**config.mk**
```make
export PLATFORM = sky130hd
export DESIGN_NAME = vr_master
export DESIGN_NICKNAME = d
export VERILOG_FILES = /design/src/rtl/vr_pkg.sv /design/src/rtl/vr_fifo.sv /design/src/rtl/vr_master.sv
export SDC_FILE = /design/constraint.sdc
export NUM_CORES = 1
export LEC_CHECK = 0
export CORE_UTILIZATION = 58
export DETAILED_ROUTE_END_ITERATION = 6
export PLACE_DENSITY = 0.82
export SLEW_MARGIN = 0
export SYNTH_ARGS = -nofsm -noshare
export SYNTH_HDL_FRONTEND = slang
export SYNTH_HIERARCHICAL = 1
export SYNTH_SLANG_ARGS = --single-unit
```
**constraint.sdc**
```tcl
create_clock -name clk -period 5.6 [get_ports clk]
set_clock_uncertainty 0.05 [all_clocks]
set_input_delay 0.56 -clock clk [delete_from_list [all_inputs] [get_ports clk]]
set_output_delay 0.56 -clock clk [all_outputs]
set_load 0.005 [all_outputs]
```
**src/rtl/vr_pkg.sv**
```systemverilog
// Shared types and constants for the valid/ready master.
//   vr_state_e : master FSM state (VR_IDLE, VR_SEND)
//   VR_CNT_W   : width of the optional completed-transfer counter
package vr_pkg;

  typedef enum logic [0:0] {
    VR_IDLE = 1'b0,
    VR_SEND = 1'b1
  } vr_state_e;

  localparam int unsigned VR_CNT_W = 16;

endpackage

```
**src/rtl/vr_fifo.sv**
```systemverilog
// Synchronous FIFO feeding the master output register.
// Ports:
//   clk, rst   clock, asynchronous active-low reset
//   push       write request with wdata (ignored while full)
//   pop        read request (ignored while empty); rdata shows the head
//   full       DEPTH words held, from current occupancy
//   empty      no words held
module vr_fifo #(
  parameter int unsigned L     = 8,
  parameter int unsigned DEPTH = 4
) (
  input  logic         clk,
  input  logic         rst,
  input  logic         push,
  input  logic [L-1:0] wdata,
  input  logic         pop,
  output logic [L-1:0] rdata,
  output logic         full,
  output logic         empty
);

  localparam int unsigned AW = $clog2(DEPTH);

  logic [AW-1:0] wptr_q, rptr_q;
  logic [AW:0]   occ_q;
  logic [L-1:0]  mem_q [DEPTH];
  logic          push_ok, pop_ok;

  assign full    = (occ_q == (AW + 1)'(DEPTH));
  assign empty   = (occ_q == '0);
  assign push_ok = push && !full;
  assign pop_ok  = pop && !empty;
  assign rdata   = mem_q[rptr_q];

  always_ff @(posedge clk or negedge rst) begin
    if (!rst) begin
      wptr_q <= '0;
      rptr_q <= '0;
      occ_q  <= '0;
    end else begin
      if (push_ok) wptr_q <= wptr_q + 1'b1;
      if (pop_ok)  rptr_q <= rptr_q + 1'b1;
      unique case ({push_ok, pop_ok})
        2'b10:   occ_q <= occ_q + 1'b1;
        2'b01:   occ_q <= occ_q - 1'b1;
        default: occ_q <= occ_q;
      endcase
    end
  end

  // Storage needs no reset: occupancy alone says which entries are live.
  always_ff @(posedge clk) begin
    if (push_ok) mem_q[wptr_q] <= wdata;
  end

endmodule

```
**src/rtl/vr_master.sv**
```systemverilog
// Transmitter end of the valid/ready point-to-point bus.
// Ports:
//   clk, rst     clock, asynchronous active-low reset
//   wen, wdata   producer write port (dropped while full)
//   full         FIFO holds DEPTH words
//   valid        data_out holds a word on offer (registered)
//   ready        receiver accept; a transfer is valid && ready at a rising edge
//   data_out     registered word under offer
//   busy         valid high or FIFO non-empty
//   xfer_cnt     completed-transfer count, only when VR_MASTER_COUNT_EN is defined
module vr_master
  import vr_pkg::*;
#(
  parameter int unsigned L     = 8,
  parameter int unsigned DEPTH = 4
) (
  input  logic                clk,
  input  logic                rst,
  input  logic                wen,
  input  logic [L-1:0]        wdata,
  output logic                full,
  output logic                valid,
  input  logic                ready,
  output logic [L-1:0]        data_out,
  output logic                busy
`ifdef VR_MASTER_COUNT_EN
  ,
  output logic [VR_CNT_W-1:0] xfer_cnt
`endif
);

  vr_state_e    state_q, state_d;
  logic [L-1:0] data_q, data_d;
  logic [L-1:0] head;
  logic         empty;
  logic         pop;
  logic         xfer;

  vr_fifo #(
    .L     (L),
    .DEPTH (DEPTH)
  ) u_fifo (
    .clk   (clk),
    .rst   (rst),
    .push  (wen),
    .wdata (wdata),
    .pop   (pop),
    .rdata (head),
    .full  (full),
    .empty (empty)
  );

  assign valid    = (state_q == VR_SEND);
  assign data_out = data_q;
  assign xfer     = valid && ready;
  assign busy     = valid || !empty;

  always_ff @(posedge clk or negedge rst) begin
    if (!rst) begin
      state_q <= VR_IDLE;
      data_q  <= '0;
    end else begin
      state_q <= state_d;
      data_q  <= data_d;
    end
  end

  always_comb begin
    state_d = state_q;
    unique case (state_q)
      VR_IDLE: if (!empty) state_d = VR_SEND;
      VR_SEND: if (xfer && empty) state_d = VR_IDLE;
      default: state_d = VR_IDLE;
    endcase
  end

  // Emptiness is sampled before this edge's push, so a word written while
  // draining is offered one cycle later rather than bypassing the FIFO.
  always_comb begin
    pop    = 1'b0;
    data_d = data_q;
    unique case (state_q)
      VR_IDLE: pop = !empty;
      VR_SEND: pop = xfer && !empty;
      default: pop = 1'b0;
    endcase
    if (pop) data_d = head;
  end

`ifdef VR_MASTER_COUNT_EN
  logic [VR_CNT_W-1:0] cnt_q;

  always_ff @(posedge clk or negedge rst) begin
    if (!rst)      cnt_q <= '0;
    else if (xfer) cnt_q <= cnt_q + 1'b1;
  end

  assign xfer_cnt = cnt_q;
`endif

endmodule

```
==> results.json, run 1 <==
{
  "cellLeakagePower_nw": 0.8361,
  "ios": 23,
  "max-cap-violations": 0,
  "final-setup-viol-count": 0,
  "ir_worst_vdd_v": 0.0002288,
  "stdcell_area_um2": 2260,
  "synth.avg_cell_area_um2": 19.21,
  "status": "finished, final reports clean",
  "via_count": 940,
  "initial_core_util_pct": 62.54,
  "required_ns": 5.84,
  "dpl_cell_area_um2": 2207,
  "cts_htree_levels": 2,
  "row_count": 20,
  "ys_types": 22,
  "synthesis.nets": 119,
  "place.detailed.hpwl_um": 2056,
  "drive_gt1_share_pct": 24.03,
  "crit_start": "ready",
  "worstMarginPinSlew_ns": 0.7421,
  "post_cts_buffers": 0,
  "synth_top_area_share_pct": 49.52,
  "core_area_um2": 3103,
  "hold_buffers": 0,
  "finalWirelength_um": 2976,
  "hold_viol": 0,
  "final_antenna_net_count": 0,
  "clkTransAtPathRegs_ns": 0.13,
  "path_max_fanout": 9,
  "fin_nets": 146,
  "grt_util_all_layers_pct": 20.24,
  "hold_ws_ns": 0.4740,
  "start_kind": "primary input",
  "slew_violations": 0,
  "dieArea_um2": 3581,
  "fmax_ghz": 0.4052,
  "chipHeight_um": 59.85,
  "synth.most_common_cell": "edfxtp_1",
  "drc": 0,
  "synth_edf_count": 32,
  "drt_iter0_drc": 40,
  "fin_crit_sh_pct": 44.07,
  "finalSetupTns_ns": 0,
  "num_antenna_cells": 0,
  "fp.dieW_um": 59.85,
  "io_buffers": 22,
  "ys_seq_elements": 48,
  "slew_headroom_pct": 50.37,
  "clk-insertion-delay-late_ns": 0.35,
  "synth_area_um2": 1941,
  "yosysTopAreaCell": "edfxtp_1",
  "rsz0062_at_grt": "false",
  "clock_path_buffers": 2,
  "overflow": 0,
  "cts_resized": 0,
  "place.gp.congestion": 0.6860,
  "syn_to_final_growth_pct": 16.44,
  "syn_inst": 101,
  "cts_num_sinks": 48,
  "critical_path_class": "in -> reg",
  "synth.area.top_cells": "edfxtp_1, dfrtp_1, mux4_2, mux2_2, ha_1",
  "hold_start": "data_out[0]$_DFFE_PN0P_",
  "wl_per_cell_um": 17.20,
  "reg2reg_from": "u_fifo/occ_q[0]$_DFFE_PN0P_",
  "async_reset_ff_share_pct": 33.33,
  "root_buffer": "clkbuf_4",
  "grt_max_degree": 17,
  "grt_pass1_vias": 978,
  "cts_tree": "done",
  "drt_first_pass_iters": 4,
  "grt_pass1_wl_um": 4671,
  "antenna_found_initial": 0,
  "synth_seq_area_share_pct": 70.15,
  "routed_via_density": 5.434,
  "numCtsBuffers": 5,
  "finalCriticalPeriod_ns": 2.468,
  "synth_flop_cell": "edfxtp_1",
  "end_kind": "flip-flop",
  "yosys_warnings": 6,
  "powerDensity_nw_per_um2": 490.0,
  "arrival_ns": 2.70,
  "hp-class": "reg -> reg",
  "synth_common_cells": "edfxtp_1, dfrtp_1, inv_1, mux2_2, mux4_2"
}
## power breakdown
group	total (mW)	internal [mW]	leakage, nW	switching (mW)
clock network	0.149	0.0479	0.0259	0.101
logic	0.378	0.235	0.333	0.144
registers	0.580	0.491	0.477	0.0889
total	1.11	0.773	0.836	0.334
## kinds of logic (layout without fill, tap and decap cells)
| group | after synthesis | after routing | synth area share, % |
|---|---|---|---|
| multiplexers | 18 | 18 | 15.22 |
| AND/OR/NAND/NOR | 10 | 10 | 4.062 |
| XOR/XNOR | 6 | 6 | 2.708 |
| AO/OA/AOI/OAI | 3 | 3 | 1.612 |
| buffers and inverters | 10 | 38 | 1.998 |
| adder cells (fa/ha/maj) | 6 | 6 | 4.255 |
| flip-flops | 48 | 48 | 70.15 |
## final cells by class
cell class,instances,area [um2]
clock buffer,6,41.29
clock inverter,2,11.26
fill,209,843.3
inverter,8,30.03
multi-input combinational,43,540.5
sequential,48,1361
tap,44,55.05
timing repair buffer,22,220.2
## layer usage
layer  wire (um)  GRT usage [%]  part of all wire (%)
met4          64          11.63                   2.2
met2        1630          34.13                    55
met3         109          4.545                   3.7
met5           0              0                     0
met1        1172          23.88                    39
## cell usage in the layout, fill, tap and decap left out, types with 2 or more instances in the layout
cell type	Yosys	routed
and2_2	4	4
clkbuf_4	0	5
clkdlybuf4s50_1	0	22
dfrtp_1	16	16
edfxtp_1	32	32
ha_1	5	5
inv_1	8	8
mux2_2	8	8
mux4_2	8	8
nand2_1	2	2
xnor2_1	3	3
xor2_1	3	3
## worst max-delay path, stage by stage
cell,delay [ns]
clkdlybuf4s50_1,0.49
inv_1,0.08
a21oi_4,0.31
o31a_2,0.24
ha_1,0.18
inv_1,0.06
fa_1,0.37
xor2_1,0.15
nor2_1,0.11
xor2_1,0.16
## per-stage QoR
stage               util, %  cells  setup slack (ns)  power (mW)
floorplan                 -    101             3.457      0.8255
CTS                   72.82    173             3.115       1.122
detailed placement    71.13    165             2.733      0.9739
global placement      71.13    165             2.856      0.9489
finish                72.82    173             3.132       1.107
global route          72.82    173             3.063       1.172
## flip-flops by register name, indices dropped and copies added, names as in the netlist
name           cells
u_fifo/mem_q      32
data_out           8
u_fifo/occ_q       3
u_fifo/rptr_q      2
u_fifo/wptr_q      2
valid              1
## final timing paths
path,endpoint,slack [ns],cells past startpoint
max in group asynchronous,u_fifo/wptr_q[1]$_DFFE_PN0P_,4.45,1
min reg2reg,data_out[0]$_DFFE_PN0P_,0.47,1
max,u_fifo/occ_q[2]$_DFFE_PN0P_,3.13,10
min,data_out[0]$_DFFE_PN0P_,0.47,1
max reg2reg,u_fifo/occ_q[2]$_DFFE_PN0P_,3.24,9
min in group asynchronous,data_out[0]$_DFFE_PN0P_,0.57,1
Power figures use the tool's default switching activity.
==> run 2, diff against run 1 <==
CORE_UTILIZATION = 54   (was 58)
PLACE_DENSITY = 0.77   (was 0.82)
clock period = 2.4 ns   (was 5.6 ns; I/O delays follow)
==> run 2 against run 1 <==
  * Critical endpoint is now busy
  * Sequential share of layout area shrank 0.98 points
  * Clock power grew to 3.1 times the previous value
  * Final cell count grew 1.7%
  * Combinational power increased by 140%
  * Total power up 140%
  * Non-clock buffer count up 1
  * Critical path depth fell by 7
  * Wire length shrank 2.8%
  * Highest routed layer unchanged
  * Sequential power is 130% higher
  * Count of clock-buffer cells in the layout decreased by 1
==> results.json, run 2 (synthesis gave the netlist of run 1 again) <==
{
  "status": "finished, final reports clean",
  "internal-power_mw": 1.918,
  "cts_htree_levels": 2,
  "critical_path_class": "reg -> out",
  "reg2reg_slack_ns": 0.27,
  "core_area_um2": 3390,
  "final-setup-viol-count": 0,
  "use_met2_pct": 30.55,
  "routed_via_density": 5.239,
  "final_antenna_net_count": 0,
  "cts_tree": "done",
  "post_cts_buffers": 0,
  "slew_headroom_pct": 48.13,
  "hold_ws_ns": 0.2681,
  "place.detailed.hpwl_um": 2025,
  "finalCriticalPeriod_ns": 2.166,
  "via_count": 922,
  "largest_reg_flops": 32,
  "finalWirelength_um": 2893,
  "rsz0062_at_grt": "false",
  "finalSetupTns_ns": 0,
  "gr-usage-met3_pct": 4.555,
  "critPathSlowestCell": "nor3_1",
  "hold_buffers": 0,
  "hp-class": "in -> async",
  "dieArea_um2": 3837,
  "drt_iter0_drc": 20,
  "clkTransAtPathRegs_ns": 0.13,
  "grt_pass1_wl_um": 4740,
  "num_antenna_cells": 0,
  "required_ns": 2.11,
  "final_cell_mix": "edfxtp_1, clkdlybuf4s50_1, dfrtp_1",
  "post-place-ws_ns": 0.1160,
  "path_max_fanout": 5,
  "chipHeight_um": 61.95,
  "slowest_delay_ns": 0.49,
  "setup_ws_ns": 0.2342,
  "overflow": 0,
  "root_buffer": "clkbuf_4",
  "fmax_ghz": 0.4617,
  "clkPwrFrac_pct": 17.2,
  "initial_core_util_pct": 57.25,
  "cellLeakagePower_nw": 0.8579,
  "clock_path_buffers": 2,
  "place.gp.congestion": 0.6911,
  "powerDensity_nw_per_um2": 1177,
  "critPathBufInv": 1,
  "grt_pass1_vias": 937,
  "share_seq_of_total_power_pct": 49.8,
  "grt_util_met1_pct": 24.82,
  "numCtsBuffers": 5,
  "drc": 0,
  "max-cap-violations": 0,
  "hold_viol": 0,
  "fin_nets": 147,
  "ir_worst_vdd_v": 0.0005308,
  "start_kind": "flip-flop",
  "end_kind": "output port",
  "slew_violations": 0,
  "drt_first_pass_iters": 4,
  "wl_per_cell_um": 16.44,
  "layout_commonest_cell": "edfxtp_1",
  "worstMarginPinSlew_ns": 0.7756,
  "arrival_ns": 1.88,
  "clk-insertion-delay-late_ns": 0.35,
  "cts_num_sinks": 48,
  "p_comb_share_pct": 33.0,
  "grt_max_degree": 17,
  "p_sw_share_pct": 29.04,
  "row_count": 21,
  "cp_top_family": "simple AND/OR/NAND/NOR gates",
  "cts_resized": 0,
  "drive_gt1_share_pct": 25.38,
  "io_buffers": 22,
  "top_register": "u_fifo/mem_q",
  "reg2reg_from": "u_fifo/occ_q[0]$_DFFE_PN0P_",
  "ios": 23,
  "reg2reg_depth": 9,
  "netSwitchingPower_mw": 0.7851,
  "fin_crit_sh_pct": 90.24,
  "r2r-end": "u_fifo/occ_q[2]$_DFFE_PN0P_",
  "crit_chain": "nor3_1 -> nand2_1 -> clkdlybuf4s50_1",
  "fp.dieW_um": 61.95,
  "antenna_found_initial": 0,
  "top_usage_layer": "met2",
  "syn_to_final_growth_pct": 18.38,
  "grt_util_all_layers_pct": 19.13
}
## run 2: cell types whose count changed in the layout (fill, tap and decap cells not counted)
cell,previous run,this run
bufinv_16,0,1
clkbuf_1,1,0
buf_4,0,1
clkinv_4,0,1
clkinvlp_4,1,0
## run 2: through the flow
stage | power [mW] | utilization, % | cells | area (um2)
after floorplan | 1.926 | - | 101 | 1941
after global placement | 2.229 | 65.41 | 168 | 2217
after detailed placement | 2.289 | 65.41 | 168 | 2217
after CTS | 2.749 | 67.77 | 176 | 2297
after global routing | 2.898 | 67.77 | 176 | 2297
final | 2.703 | 67.77 | 176 | 2297
## run 2: layout make-up
class | count | area, um2
flip-flops and latches | 48 | 1361
repair buffers | 23 | 227.7
fillers | 230 | 1092
inverters | 8 | 30.03
clock inverters | 3 | 42.54
multi-input cells | 43 | 540.5
clock buffers | 5 | 37.54
well taps | 46 | 57.56
## run 2: layer usage
| metal | up-vias | part of all wire [%] |
|---|---|---|
| li1 | 431 | - |
| met1 | 455 | 41 |
| met2 | 29 | 52 |
| met3 | 7 | 5.1 |
| met4 | 0 | 2.0 |
| met5 | - | 0 |
## run 2: worst max-delay path by stage
stage	to	cells past startpoint	slack (ns)	from
after floorplan	u_fifo/occ_q[2]$_DFFE_PN0P_	9	0.30	u_fifo/occ_q[0]$_DFFE_PN0P_
after global placement	u_fifo/occ_q[2]$_DFFE_PN0P_	10	0.21	ready
after detailed placement	u_fifo/occ_q[2]$_DFFE_PN0P_	10	0.12	ready
after CTS	busy	3	0.20	u_fifo/occ_q[0]$_DFFE_PN0P_
after global routing	busy	3	0.07	u_fifo/occ_q[0]$_DFFE_PN0P_
final	busy	3	0.23	u_fifo/occ_q[0]$_DFFE_PN0P_
## run 2: power by group through the flow
stage / Combinational (mW) / Sequential, mW / Clock, mW
after floorplan: 0.657 / 1.27 / 0
after global placement: 0.871 / 1.36 / 0
after detailed placement: 0.908 / 1.38 / 0
after CTS: 0.913 / 1.36 / 0.475
after global routing: 0.993 / 1.39 / 0.514
final: 0.891 / 1.35 / 0.465
## run 2: worst reg2reg max path, cell delays in order (launching register included)
cell	delay, ns
dfrtp_1	0.49
nor3_1	0.16
a21oi_4	0.14
o31a_2	0.19
ha_1	0.18
inv_1	0.06
fa_1	0.37
xor2_1	0.15
nor2_1	0.12
xor2_1	0.16
==> run 3, diff against run 2 <==
ABC_AREA = 1   (was not set)
CORE_UTILIZATION = 55   (was 54)
PLACE_DENSITY = 0.76   (was 0.77)
==> run 3 against run 2 <==
  * Highest routed layer unchanged
  * Register-to-register slack lost 0.09 ns
  * Synthesized cell count grew 92%
  * Worst setup slack lost 0.055 ns
  * Synthesized area grew 9.3%
==> results.json, run 3 <==
{
  "syn_to_final_growth_pct": 17.94,
  "clkPwrFrac_pct": 19.0,
  "p_sw_share_pct": 35.86,
  "routed-wl-met2_um": 1851,
  "synth_area_um2": 2121,
  "path_max_fanout": 10,
  "hold_buffers": 0,
  "core_area_um2": 3689,
  "wl_met3_um": 156,
  "clk-insertion-delay-late_ns": 0.30,
  "finalWirelength_um": 3640,
  "syn_inst": 194,
  "synth.most_common_cell": "nand2_1",
  "final-setup-viol-count": 0,
  "root_buffer": "clkbuf_8",
  "internal-power_mw": 1.926,
  "powerDensity_nw_per_um2": 1201,
  "async_reset_ff_share_pct": 33.33,
  "yosys_warnings": 6,
  "synth_edf_count": 32,
  "row_count": 22,
  "initial_core_util_pct": 57.50,
  "worstMarginPinSlew_ns": 0.7202,
  "clkTransAtPathRegs_ns": 0.09,
  "report.power.total_mw": 3.004,
  "grt_pass1_vias": 1362,
  "routed_via_density": 5.110,
  "start_kind": "flip-flop",
  "ys_types": 19,
  "layout_commonest_cell": "nand2_1",
  "grt_util_all_layers_pct": 20.33,
  "drc": 0,
  "top_register": "u_fifo/mem_q",
  "finalCriticalPeriod_ns": 2.221,
  "end_kind": "flip-flop",
  "synth.area.top_cells": "edfxtp_1, dfrtp_1, nand2_1, inv_1, o211ai_1",
  "drt_iter0_drc": 76,
  "cts_tree": "done",
  "place.gp.congestion": 0.7571,
  "synthesis.nets": 212,
  "final_cell_mix": "nand2_1, inv_1, edfxtp_1",
  "slew_violations": 0,
  "antenna_found_initial": 0,
  "top_layer_used": "met4",
  "hp-class": "in -> async",
  "hold_ws_ns": 0.3118,
  "slew_headroom_pct": 51.84,
  "final_antenna_net_count": 0,
  "drive_gt1_share_pct": 8.929,
  "place.detailed.hpwl_um": 2618,
  "numCtsBuffers": 5,
  "drt_first_pass_iters": 4,
  "cellLeakagePower_nw": 1.125,
  "status": "finished, final reports clean",
  "grt_max_degree": 34,
  "fp.dieW_um": 64.10,
  "p_comb_share_pct": 38.6,
  "rsz0062_at_grt": "false",
  "chipHeight_um": 64.10,
  "ios": 23,
  "via_count": 1390,
  "yosysTopAreaCell": "edfxtp_1",
  "setup_ws_ns": 0.1792,
  "fin_nets": 241,
  "cts_htree_levels": 2,
  "largest_reg_flops": 32,
  "place_inst": 264,
  "fmax_ghz": 0.4503,
  "io_buffers": 22,
  "num_antenna_cells": 0,
  "finalSetupTns_ns": 0,
  "synth_common_cells": "nand2_1, inv_1, edfxtp_1",
  "grt_pass1_wl_um": 6072,
  "critical_path_class": "reg -> reg",
  "synth_top_area_share_pct": 45.31,
  "arrival_ns": 2.37,
  "hold_viol": 0,
  "required_ns": 2.55,
  "instances_no_fill": 272,
  "overflow": 0,
  "cts_num_sinks": 48,
  "post-place-ws_ns": 0.1118,
  "wl_per_cell_um": 13.38,
  "netSwitchingPower_mw": 1.077,
  "ir_worst_vdd_v": 0.0006315,
  "clock_path_buffers": 2,
  "wl_met1_um": 1555,
  "ys_seq_elements": 48,
  "share_seq_of_total_power_pct": 42.5,
  "fin_crit_sh_pct": 92.53,
  "synth_seq_area_share_pct": 64.19,
  "max-cap-violations": 0,
  "synth.avg_cell_area_um2": 10.93,
  "synth_flop_cell": "edfxtp_1",
  "dieArea_um2": 4108
}
==> run 3: cell count changes after synthesis, sizes merged, moves of 8 or more <==
| cell | change |
|---|---|
| inv | +29 |
| mux2 | -9 |
| nand2 | +58 |
| mux4 | -8 |
| o211ai | +16 |
| nand3 | +15 |
==> run 3: final timing paths <==
check	from	to	slack, ns	cells past startpoint
worst max-delay path	u_fifo/occ_q[2]$_DFFE_PN0P_	u_fifo/occ_q[2]$_DFFE_PN0P_	0.18	15
min in group clk	u_fifo/occ_q[0]$_DFFE_PN0P_	u_fifo/occ_q[0]$_DFFE_PN0P_	0.43	1
worst min register to register	u_fifo/occ_q[0]$_DFFE_PN0P_	u_fifo/occ_q[0]$_DFFE_PN0P_	0.43	1
worst max register to register	u_fifo/occ_q[2]$_DFFE_PN0P_	u_fifo/occ_q[2]$_DFFE_PN0P_	0.18	15
worst min-delay path	rst	data_out[6]$_DFFE_PN0P_	0.31	1
max in group asynchronous	rst	u_fifo/occ_q[0]$_DFFE_PN0P_	1.54	1
==> run 3: what timing repair did <==
action,in CTS,in global routing
gates resized for setup,0,1
setup endpoints to repair,0,1
setup buffers,0,0
==> run 3: area by class of cell <==
class,count,area [um2]
inverters,37,141.4
repair buffers,26,250.2
flip-flops and latches,48,1361
well taps,48,60.06
multi-input cells,105,576.8
clock buffers,5,68.82
fillers,277,1187
clock inverters,3,42.54
==> run 3: logic make-up after synthesis <==
logic type	after synthesis	share of synthesized area (%)
buffers and inverters	41	8.613
adders and majority gates	6	3.894
DFF	48	64.19
xor gates and xnor gates	1	0.4131
and+or+nand+nor	81	16.99
AOI/OAI and AO/OA	17	5.900
==> run 3: power by group through the flow <==
| stage | Sequential (mW) | Clock, mW | Combinational (mW) |
|---|---|---|---|
| floorplan | 1.25 | 0 | 0.818 |
| global placement | 1.28 | 0 | 1.09 |
| detailed placement | 1.29 | 0 | 1.16 |
| CTS | 1.28 | 0.582 | 1.16 |
| global route | 1.31 | 0.611 | 1.32 |
| finish | 1.28 | 0.570 | 1.16 |
==> run 3: worst max-delay path, cell delays in order (launching register included) <==
cell and delay, ns:
dfrtp_1 0.40, inv_1 0.08, nand3_2 0.12, inv_1 0.09, inv_4 0.12, nand2_4 0.10, inv_1 0.10, nand2_1 0.08
inv_1 0.06, ha_1 0.15, inv_1 0.07, fa_1 0.40, nand2_1 0.11, nand3_1 0.08, nand2_1 0.07, nand2_1 0.05
==> run 3: per-stage QoR <==
stage          area (um2)  utilization [%]
2_1_floorplan        2121                -
3_3_place_gp         2387            64.72
3_5_place_dp         2387            64.72
4_1_cts              2499            67.74
5_1_grt              2501            67.81
6_report             2501            67.81
==> run 3: layer usage <==
| metal | vias up | GRT usage, % |
|---|---|---|
| met2 | 33 | 34.31 |
| li1 | 689 | - |
| met4 | 0 | 9.444 |
| met3 | 8 | 4.821 |
| met5 | - | 0 |
| met1 | 660 | 24.64 |
